===== config.mk =====
export PLATFORM = sky130hd
export DESIGN_NAME = dht11_leitor_validado
export DESIGN_NICKNAME = d
export VERILOG_FILES = /design/src/rtl/dht11_pkg.sv /design/src/rtl/sincronizador_2ff.sv /design/src/rtl/dht11_leitor_validado.sv
export SDC_FILE = /design/constraint.sdc
export NUM_CORES = 1
export LEC_CHECK = 0
export CAP_MARGIN = 20
export CORE_ASPECT_RATIO = 0.5
export CORE_UTILIZATION = 38
export DETAILED_ROUTE_END_ITERATION = 10
export PLACE_DENSITY_LB_ADDON = 0.15
export SETUP_SLACK_MARGIN = 0.5
export SLEW_MARGIN = 20
export SYNTH_ARGS = -nofsm -noshare
export SYNTH_HDL_FRONTEND = slang
export SYNTH_SLANG_ARGS = --single-unit

===== constraint.sdc =====
create_clock -name clock -period 4.7 [get_ports clock]
set_input_delay 1.175 -clock clock [delete_from_list [all_inputs] [get_ports clock]]
set_output_delay 1.175 -clock clock [all_outputs]
set_load 0.01 [all_outputs]

===== src/rtl/dht11_pkg.sv =====
// Shared types and constants for the DHT11 validated reader: FSM states,
// error codes, frame byte positions and the frame checksum helper.
package dht11_pkg;

    typedef enum logic [2:0] {
        OCIOSO   = 3'd0,
        GUARDA   = 3'd1,
        INICIA   = 3'd2,
        AGUARDA  = 3'd3,
        VERIFICA = 3'd4,
        ENTREGA  = 3'd5,
        FALHA    = 3'd6
    } estado_t;

    localparam logic [1:0] COD_OK           = 2'b00;
    localparam logic [1:0] COD_SEM_RESPOSTA = 2'b01;
    localparam logic [1:0] COD_CHECKSUM     = 2'b10;
    localparam logic [1:0] COD_TIMEOUT      = 2'b11;

    // Byte positions inside the 40-bit frame, counted from the LSB byte.
    localparam int BYTE_UMID_INT = 4;
    localparam int BYTE_UMID_DEC = 3;
    localparam int BYTE_TEMP_INT = 2;
    localparam int BYTE_TEMP_DEC = 1;
    localparam int BYTE_SOMA     = 0;

    function automatic logic [7:0] byte_de(input logic [39:0] quadro, input int idx);
        return quadro[idx*8 +: 8];
    endfunction

    // Sum of the four data bytes modulo 256 must equal the checksum byte.
    function automatic logic checksum_ok(input logic [39:0] quadro);
        logic [9:0] soma;
        soma = 10'(byte_de(quadro, BYTE_UMID_INT)) + 10'(byte_de(quadro, BYTE_UMID_DEC))
             + 10'(byte_de(quadro, BYTE_TEMP_INT)) + 10'(byte_de(quadro, BYTE_TEMP_DEC));
        return soma[7:0] == byte_de(quadro, BYTE_SOMA);
    endfunction

endpackage


===== src/rtl/sincronizador_2ff.sv =====
// Two-flop synchroniser bank for asynchronous level inputs.
module sincronizador_2ff #(
    parameter int WIDTH = 1
) (
    input  logic             clock,
    input  logic             reset,
    input  logic [WIDTH-1:0] d,
    output logic [WIDTH-1:0] q
);

    logic [WIDTH-1:0] meta;

    // First flop may go metastable; second flop presents a settled level.
    always_ff @(posedge clock) begin
        if (reset) begin
            meta <= '0;
            q    <= '0;
        end else begin
            meta <= d;
            q    <= meta;
        end
    end

endmodule


===== src/rtl/dht11_leitor_validado.sv =====
// DHT11 validated reader: triggers the one-wire driver, enforces the
// re-trigger interval, synchronises done/erro, checks the checksum, retries
// and delivers decoded bytes with a one-cycle valido/falha pulse.
// Optional feature: define DHT11_MEDIA_EN to report the integer bytes as the
// mean of the last four valid samples.
module dht11_leitor_validado
    import dht11_pkg::*;
#(
    parameter int MAX_TENTATIVAS = 3,
    parameter int TIMEOUT_CICLOS = 50_000_000,
    parameter int INTERVALO_MIN  = 100_000_000,
    parameter int INICIA_CICLOS  = 100
) (
    input  logic        clock,
    input  logic        reset,
    input  logic        requisicao,
    output logic        ocupado,
    output logic        sensor_inicia,
    input  logic        sensor_done,
    input  logic        sensor_erro,
    input  logic [39:0] sensor_dados,
    output logic [7:0]  umidade_int,
    output logic [7:0]  umidade_dec,
    output logic [7:0]  temperatura_int,
    output logic [7:0]  temperatura_dec,
    output logic        valido,
    output logic        falha,
    output logic [1:0]  codigo_erro
);

    localparam int MAX_CICLOS = (TIMEOUT_CICLOS > INICIA_CICLOS) ? TIMEOUT_CICLOS : INICIA_CICLOS;
    localparam int CW = $clog2(MAX_CICLOS + 1);
    localparam int IW = $clog2(INTERVALO_MIN + 1);
    localparam int TW = $clog2(MAX_TENTATIVAS + 1);

    localparam logic [CW-1:0] INICIA_FIM  = CW'(INICIA_CICLOS - 1);
    localparam logic [CW-1:0] TIMEOUT_FIM = CW'(TIMEOUT_CICLOS - 1);
    localparam logic [IW-1:0] INT_SAT     = IW'(INTERVALO_MIN);
    localparam logic [TW-1:0] ULTIMA      = TW'(MAX_TENTATIVAS - 1);

    estado_t       estado;
    logic [CW-1:0] ciclos;
    logic [IW-1:0] intervalo;
    logic [TW-1:0] tentativas;
    logic [39:0]   quadro;
    logic [1:0]    ultimo_cod;

    logic [1:0] sinc_q;
    logic       done_s, erro_s, done_ant, evt_done;
    logic       entra_inicia;
    logic       falhou;
    logic [1:0] cod_novo;
    logic [7:0] umid_int_nova, temp_int_nova;

    sincronizador_2ff #(.WIDTH(2)) u_sinc (
        .clock (clock),
        .reset (reset),
        .d     ({sensor_done, sensor_erro}),
        .q     (sinc_q)
    );

    assign done_s = sinc_q[1];
    assign erro_s = sinc_q[0];

    // Registered rising-edge pulse of the synchronised done level.
    always_ff @(posedge clock) begin
        if (reset) begin
            done_ant <= 1'b0;
            evt_done <= 1'b0;
        end else begin
            done_ant <= done_s;
            evt_done <= done_s & ~done_ant;
        end
    end

    assign entra_inicia = (estado == GUARDA) && (intervalo == INT_SAT);

    // Re-trigger interval: free-running, saturating, cleared as a start pulse begins.
    always_ff @(posedge clock) begin
        if (reset)
            intervalo <= INT_SAT;
        else if (entra_inicia)
            intervalo <= '0;
        else if (intervalo != INT_SAT)
            intervalo <= intervalo + 1'b1;
    end

    // Attempt-failure detection; the FSM turns this into retry or abandon.
    always_comb begin
        falhou   = 1'b0;
        cod_novo = COD_OK;
        case (estado)
            AGUARDA: begin
                if (evt_done && erro_s) begin
                    falhou   = 1'b1;
                    cod_novo = COD_SEM_RESPOSTA;
                end else if (!evt_done && ciclos == TIMEOUT_FIM) begin
                    falhou   = 1'b1;
                    cod_novo = COD_TIMEOUT;
                end
            end
            VERIFICA: begin
                if (!checksum_ok(quadro)) begin
                    falhou   = 1'b1;
                    cod_novo = COD_CHECKSUM;
                end
            end
            default: ;
        endcase
    end

`ifdef DHT11_MEDIA_EN
    logic [7:0] hist_umid [4];
    logic [7:0] hist_temp [4];
    logic [7:0] prox_umid [4];
    logic [7:0] prox_temp [4];
    logic       hist_cheio;
    logic [9:0] soma_umid, soma_temp;

    // Next history window; the first sample after reset fills all four slots.
    always_comb begin
        prox_umid[0] = byte_de(quadro, BYTE_UMID_INT);
        prox_temp[0] = byte_de(quadro, BYTE_TEMP_INT);
        for (int i = 1; i < 4; i++) begin
            prox_umid[i] = hist_cheio ? hist_umid[i-1] : byte_de(quadro, BYTE_UMID_INT);
            prox_temp[i] = hist_cheio ? hist_temp[i-1] : byte_de(quadro, BYTE_TEMP_INT);
        end
        soma_umid = 10'(prox_umid[0]) + 10'(prox_umid[1]) + 10'(prox_umid[2]) + 10'(prox_umid[3]);
        soma_temp = 10'(prox_temp[0]) + 10'(prox_temp[1]) + 10'(prox_temp[2]) + 10'(prox_temp[3]);
        umid_int_nova = soma_umid[9:2];
        temp_int_nova = soma_temp[9:2];
    end

    // History advances only when a validated sample is delivered.
    always_ff @(posedge clock) begin
        if (reset) begin
            hist_cheio <= 1'b0;
            for (int i = 0; i < 4; i++) begin
                hist_umid[i] <= '0;
                hist_temp[i] <= '0;
            end
        end else if (estado == ENTREGA) begin
            hist_cheio <= 1'b1;
            for (int i = 0; i < 4; i++) begin
                hist_umid[i] <= prox_umid[i];
                hist_temp[i] <= prox_temp[i];
            end
        end
    end
`else
    assign umid_int_nova = byte_de(quadro, BYTE_UMID_INT);
    assign temp_int_nova = byte_de(quadro, BYTE_TEMP_INT);
`endif

    // Main control FSM with registered outputs.
    always_ff @(posedge clock) begin
        if (reset) begin
            estado          <= OCIOSO;
            ocupado         <= 1'b0;
            sensor_inicia   <= 1'b0;
            valido          <= 1'b0;
            falha           <= 1'b0;
            codigo_erro     <= COD_OK;
            umidade_int     <= '0;
            umidade_dec     <= '0;
            temperatura_int <= '0;
            temperatura_dec <= '0;
            tentativas      <= '0;
            ciclos          <= '0;
            quadro          <= '0;
            ultimo_cod      <= COD_OK;
        end else begin
            valido <= 1'b0;
            falha  <= 1'b0;
            if (falhou) begin
                ultimo_cod <= cod_novo;
                ciclos     <= '0;
                if (tentativas == ULTIMA) begin
                    estado <= FALHA;
                end else begin
                    tentativas <= tentativas + 1'b1;
                    estado     <= GUARDA;
                end
            end else begin
                case (estado)
                    OCIOSO: begin
                        // ocupado still high here means valido/falha is on the
                        // outputs this cycle, so a request now is dropped.
                        if (ocupado) begin
                            ocupado <= 1'b0;
                        end else if (requisicao) begin
                            ocupado    <= 1'b1;
                            tentativas <= '0;
                            estado     <= GUARDA;
                        end
                    end
                    GUARDA: begin
                        if (entra_inicia) begin
                            sensor_inicia <= 1'b1;
                            ciclos        <= '0;
                            estado        <= INICIA;
                        end
                    end
                    INICIA: begin
                        if (ciclos == INICIA_FIM) begin
                            sensor_inicia <= 1'b0;
                            ciclos        <= '0;
                            estado        <= AGUARDA;
                        end else begin
                            ciclos <= ciclos + 1'b1;
                        end
                    end
                    AGUARDA: begin
                        if (evt_done) begin
                            quadro <= sensor_dados;
                            estado <= VERIFICA;
                        end else begin
                            ciclos <= ciclos + 1'b1;
                        end
                    end
                    VERIFICA: estado <= ENTREGA;
                    ENTREGA: begin
                        valido          <= 1'b1;
                        codigo_erro     <= COD_OK;
                        umidade_int     <= umid_int_nova;
                        umidade_dec     <= byte_de(quadro, BYTE_UMID_DEC);
                        temperatura_int <= temp_int_nova;
                        temperatura_dec <= byte_de(quadro, BYTE_TEMP_DEC);
                        estado          <= OCIOSO;
                    end
                    FALHA: begin
                        falha       <= 1'b1;
                        codigo_erro <= ultimo_cod;
                        estado      <= OCIOSO;
                    end
                    default: estado <= OCIOSO;
                endcase
            end
        end
    end

endmodule

==> run summary <==
Setup-failing EPs final -> 0
number of diodes -> 0
endpoints failing hold -> 0
Top Family by Delay on Critical Path -> adder cells
CTS tree -> done
setup_tns -> 0 ps
post-synthesis mux area share -> 0.630%
hpwl dp -> 11800 microns
Worst Path Buf+Inv -> 2
initial antenna violation count -> 0
GRT Max-Usage Layer -> met1
Syn Nets -> 851
Synth Area in Simple Gates -> 26.7%
Setup crit end kind -> flip-flop
Avg Cell Area, Syn -> 8.39 sq um
worst slack, placed -> 516 ps
Synth Area in Compound Gates -> 12.1%
type of origin of the critical path -> flip-flop
number of global-route vias before repair -> 5196
CTS clk-pin slew, worst paths -> 70 ps
GR met2 Demand/Resource -> 28.4%
crit path max fanout -> 10
commonest non-fill, non-tap cell in the layout -> nand2_1
largest family of logic cells by synthesized area -> simple AND/OR/NAND/NOR gates
global-route usage over all layers -> 19.4%
CTS root buffer -> clkbuf_16
fraction of synthesized cell area in xor and xnor cells -> 6.38%
Initial Utilization -> 39.5%
Hold Buf Count CTS -> 0
fin crit period -> 4020 ps
num rows -> 33
CP Class -> flip-flop to flip-flop
Slew headroom -> 47.1%
Synth Area in Adders -> 6.38%
Setup WS post-layout -> 679 ps
Via density -> 5.05
CP cell instances -> fa_1 > inv_1 > fa_1 > inv_1 > ha_1 > fa_2 > and3_1 > or3_1 > a2111oi_2 > nand4b_1 > a211o_4 > or2_4 > nor2_1
io pins -> 83
Hold WS -> 386 ps
WP data required -> 5060 ps
Clock Path Buffers -> 2
status -> finished clean
Async S/R FF share, synth -> 0%
synth warn -> 0
number of flops mapped to enable cells by yosys -> 0
M3 GR Usage -> 4.35%
sequential element share of the synthesized area -> 44.0%
CP Data Arrival Time -> 4380 ps
drt pass-1 iters -> 5
area of the die -> 17800 sq um
Sink Count -> 144
Worst path slowest cell -> fa_1
Leak -> 2.96 nW
HP Class -> flip-flop to flip-flop
# DRC -> 0
first-pass GRT wire length -> 26900 microns
Yosys reg bits -> 144
largest net degree at the start of global routing -> 78
pwr dens -> 390 nW/um^2
Chip Width -> 188 microns
synthesized area -> 6550 sq um
Max VDD drop -> 235 uV
Max-cap violations -> 0
core area -> 16600 sq um
Largest stage delay, worst path -> 530 ps
DRT antenna net count -> 0
DRC violation total after the first TritonRoute iteration -> 438
fin. max-slew vios -> 0
worst skew pair latency -> 430 ps
CTS H-tree depth -> 4
via count -> 5530
gp weighted congestion -> 0.803
total grt overflow -> 0
die height -> 94.8 microns
share of cells above drive strength 1 -> 7.25%
final WL -> 16800 microns
Routed wire per std cell -> 15.3 microns
Worst-Margin Slew -> 794 ps
Synth Flop Type -> dfxtp_1
clock skew -> 20.7 ps
post-synthesis cell type count -> 56
Mapped Cells -> 781
met1 usage -> 28.8%
area delta synth->final -> 24.3%
TritonCTS Buffers -> 17
fin crit share -> 85.5%
nets -> 926
RSZ-0062 raised after global routing -> false
most frequent cells in the layout -> nand2_1, dfxtp_1, a21oi_1
fmax -> 0.249 GHz
I/O Buffers -> 82
[path summary, 6_finish.rpt]
kind              from    endpoint  slack [ps]  depth (start not counted)
max          quadro[9]  ciclos[15]         680                         13
min           done_ant    evt_done         390                          1
max reg2reg  quadro[9]  ciclos[15]         680                         13
min reg2reg   done_ant    evt_done         390                          1
[power by group]
part | switching, mW | internal (mW) | total [mW] | leakage [nW]
logic | 0.321 | 0.222 | 0.543 | 1.54
registers | 0.0821 | 1.28 | 1.36 | 1.16
clock network | 0.583 | 0.690 | 1.27 | 0.257
[logic make-up after synthesis]
logic type | count (synthesis)
buffers and inverters | 60
and+or+nand+nor | 368
DFF | 144
muxes | 4
xor gates and xnor gates | 43
adders and majority gates | 25
AOI/OAI and AO/OA | 137
[per-stage QoR]
step | std cells | cell area [sq um] | util, % | power (mW)
floorplan | 781 | 6550 | - | 1.74
global placement | 1060 | 7540 | 45.4 | 1.90
detailed placement | 1060 | 7540 | 45.4 | 1.91
CTS | 1092 | 8100 | 48.8 | 3.18
global route | 1096 | 8140 | 49.0 | 3.33
finish | 1096 | 8140 | 49.0 | 3.18
[area by class of cell]
class	count	area [sq um]
sequential	144	2880
multi-input combinational	579	3450
clock buffer	17	425
timing repair buffer	90	876
clock inverter	15	126
tap	227	284
fill	1660	8460
inverter	24	90.1
[synth_stat cells, drive strengths merged (11+ instances only)]
master,instances,area [sq um]
o21ai,13,65.1
fa,14,280
xnor2,22,193
nor3,11,55.1
and3,12,75.1
nand2,185,694
nand4,17,106
ha,11,138
a21oi,95,483
nor2,56,228
nand3,23,115
xor2,18,158
dfxtp,144,2880
clkbuf,29,109
inv,24,90.1
[state kept, by name (all words and copies together) (netlist names), 2 cells and up]
register and flops:
temperatura_int 8, u_sinc.q 2, intervalo 27, estado 3, ultimo_cod 2, codigo_erro 2
temperatura_dec 8, ciclos 26, tentativas 2, umidade_int 8, umidade_dec 8, quadro 40
u_sinc.meta 2
[per-layer routing]
metal | part of all wire (%) | routed length (microns)
met3 | 4.4 | 731
met5 | 0 | 0
met4 | 0.47 | 78
met2 | 41 | 6830
met1 | 54 | 9130
[repair_timing]
action | CTS | global route
gates resized for setup | 0 | 5
endpoints found under the setup margin | 0 | 20
buffers inserted | 0 | 2
(Power assumes the default switching activity.)
==> RTL change, RTL diff (same settings) <==
The option `DHT11_MEDIA_EN` is turned on by a define.
--- a/src/rtl/dht11_leitor_validado.sv
+++ b/src/rtl/dht11_leitor_validado.sv
@@ -3,6 +3,8 @@
 // and delivers decoded bytes with a one-cycle valido/falha pulse.
 // Optional feature: define DHT11_MEDIA_EN to report the integer bytes as the
 // mean of the last four valid samples.
+`define DHT11_MEDIA_EN
+
 module dht11_leitor_validado
     import dht11_pkg::*;
 #(
Formal check against the unedited RTL: no difference found for any inputs over 4 cycles, from zero or initial values and one cycle with reset high; that may be too few to reach the edited logic, so the function may still have changed.
==> RTL change against the original RTL <==
Worst setup slack improved by 0.17 ns; wire length increased by 27%; clock power is 24% higher; combinational power rose by 54%; critical path depth down 1; critical endpoint is now quadro[35]; die area grew 48%; utilization shrank 3.0 points; synthesized area rose by 49%; synthesized cell count rose by 28%; cell area grew 43%; sequential cell count up 49; total power rose by 38%.
==> RTL change: results (changes against the original RTL) <==
[logic_synthesis]
synth_area_leaders=dfxtp_1, edfxtp_1, fa_1
synth-compound-area-share_pct=10.2  ; -2.0 points
synthCells=1003  ; +28%
syn_nets=1119  ; +31%
synth_commonest_cells=dfxtp_1, nand2_1, nor2_1, a21oi_1, edfxtp_1
synth_xor_area_share_pct=5.17  ; -1.2 points
synthAdderAreaFrac_pct=12.6  ; +6.2 points
synthMuxAreaShare_pct=4.66  ; +4.0 points
synth_edf_count=48  ; +48
yosysSeqAreaShare_pct=44.4  ; +0.41 points
synth_cell_types=60  ; +7.1%

[finish]
fin_nets=1192  ; +29%
n_fill_cell=2412  ; +45%
drive_gt1_share_pct=5.51  ; -1.7 points

[sta]
fmax_mhz=260  ; +4.5%
relSlewSlack_pct=57.0  ; +9.9 points
skew_ns=0.0137  ; -0.00704 ns
hold_ws_ns=0.389  ; +0.00311 ns

[drt]
dr.pass1.iters=7  ; +2
initialDrtViolationCount=355  ; -19%
viasPerCell=4.93  ; -2.2%
routed_wl_um=21300  ; +27%
vias=7063  ; +28%

[critical_path]
rr_worst_depth=12  ; -1
reg2reg_from=quadro[18]
path_max_fanout=40  ; +30
timing.reg2reg.setup_slack_ns=0.85  ; +0.17 ns
arrival_ns=4.17  ; -0.21 ns

[global_routing]
grtUsageTotal_pct=17.1  ; -2.3 points
grt_antenna_before_repair=0  ; unchanged
first_global_vias=7020  ; +35%
grt_pass1_wl_um=35400  ; +32%
grt_max_degree=49  ; -37%

[power_and_ir_drop]
p_switching_uw=1290  ; +31%
leakage_uw=0.00510  ; +72%
peakVddDrop_mv=0.287  ; +22%

[clocking]
cts_made_buffers=17  ; unchanged
clkLatencyLatePin_ns=0.45  ; +0.02 ns

[placement]
dp_hpwl_um=15300  ; +30%
gp_congestion=0.775  ; -3.5%
dp.cells=1401  ; +32%
pre_cts_slack_ns=0.724  ; +0.209 ns

[worst_hold_path]
hold-path-cell-count=1  ; unchanged
hold_path.class=reg2reg

[outcome]
status=completed

==> RTL change: cell types whose count changed after synthesis, moves of 11 or more <==
cell | before | now
nor2_1 | 49 | 119
nand2_1 | 185 | 123
edfxtp_1 | 0 | 48
a21oi_1 | 93 | 52
mux2i_1 | 3 | 41
fa_1 | 14 | 46
nand3_1 | 23 | 43
inv_1 | 24 | 41
o21ai_0 | 12 | 29
a22o_1 | 0 | 15
nand2b_1 | 5 | 20
ha_1 | 11 | 25
and2_1 | 6 | 17
xor2_1 | 18 | 29
==> RTL change: final cells by class <==
type | instances | share of cell area, %
tap | 344 | 3.71
multi-input combinational | 728 | 44.2
timing repair buffer | 94 | 7.91
inverter | 42 | 1.36
clock inverter | 11 | 1.50
clock buffer | 20 | 3.93
sequential | 193 | 37.4
==> RTL change: repair_timing <==
action | CTS | global route
setup endpoints to repair | 0 | 42
hold endpoints to repair | 0 | 0
gates resized for setup | 0 | 1
==> RTL change: power groups by stage <==
stage | Clock, uW | Combinational [uW] | Sequential, uW
floorplan | 0 | 658 | 1950
global placement | 0 | 833 | 2010
detailed placement | 0 | 844 | 2010
CTS | 1620 | 848 | 1970
global route | 1690 | 951 | 2000
finish | 1580 | 836 | 1980
==> RTL change: stage by stage <==
step,util [%],total power (uW),cell area (um2)
global route,46.0,4640,11600
floorplan,-,2610,9780
finish,46.0,4390,11600
CTS,46.0,4440,11600
global placement,43.5,2840,11000
detailed placement,43.5,2850,11000
==> RTL change: metal layers <==
metal  track usage, %  share of wire [%]
met1             22.2                 49
met2             28.6                 48
met3             3.81                2.5
met4             5.29                1.2
met5                0                  0
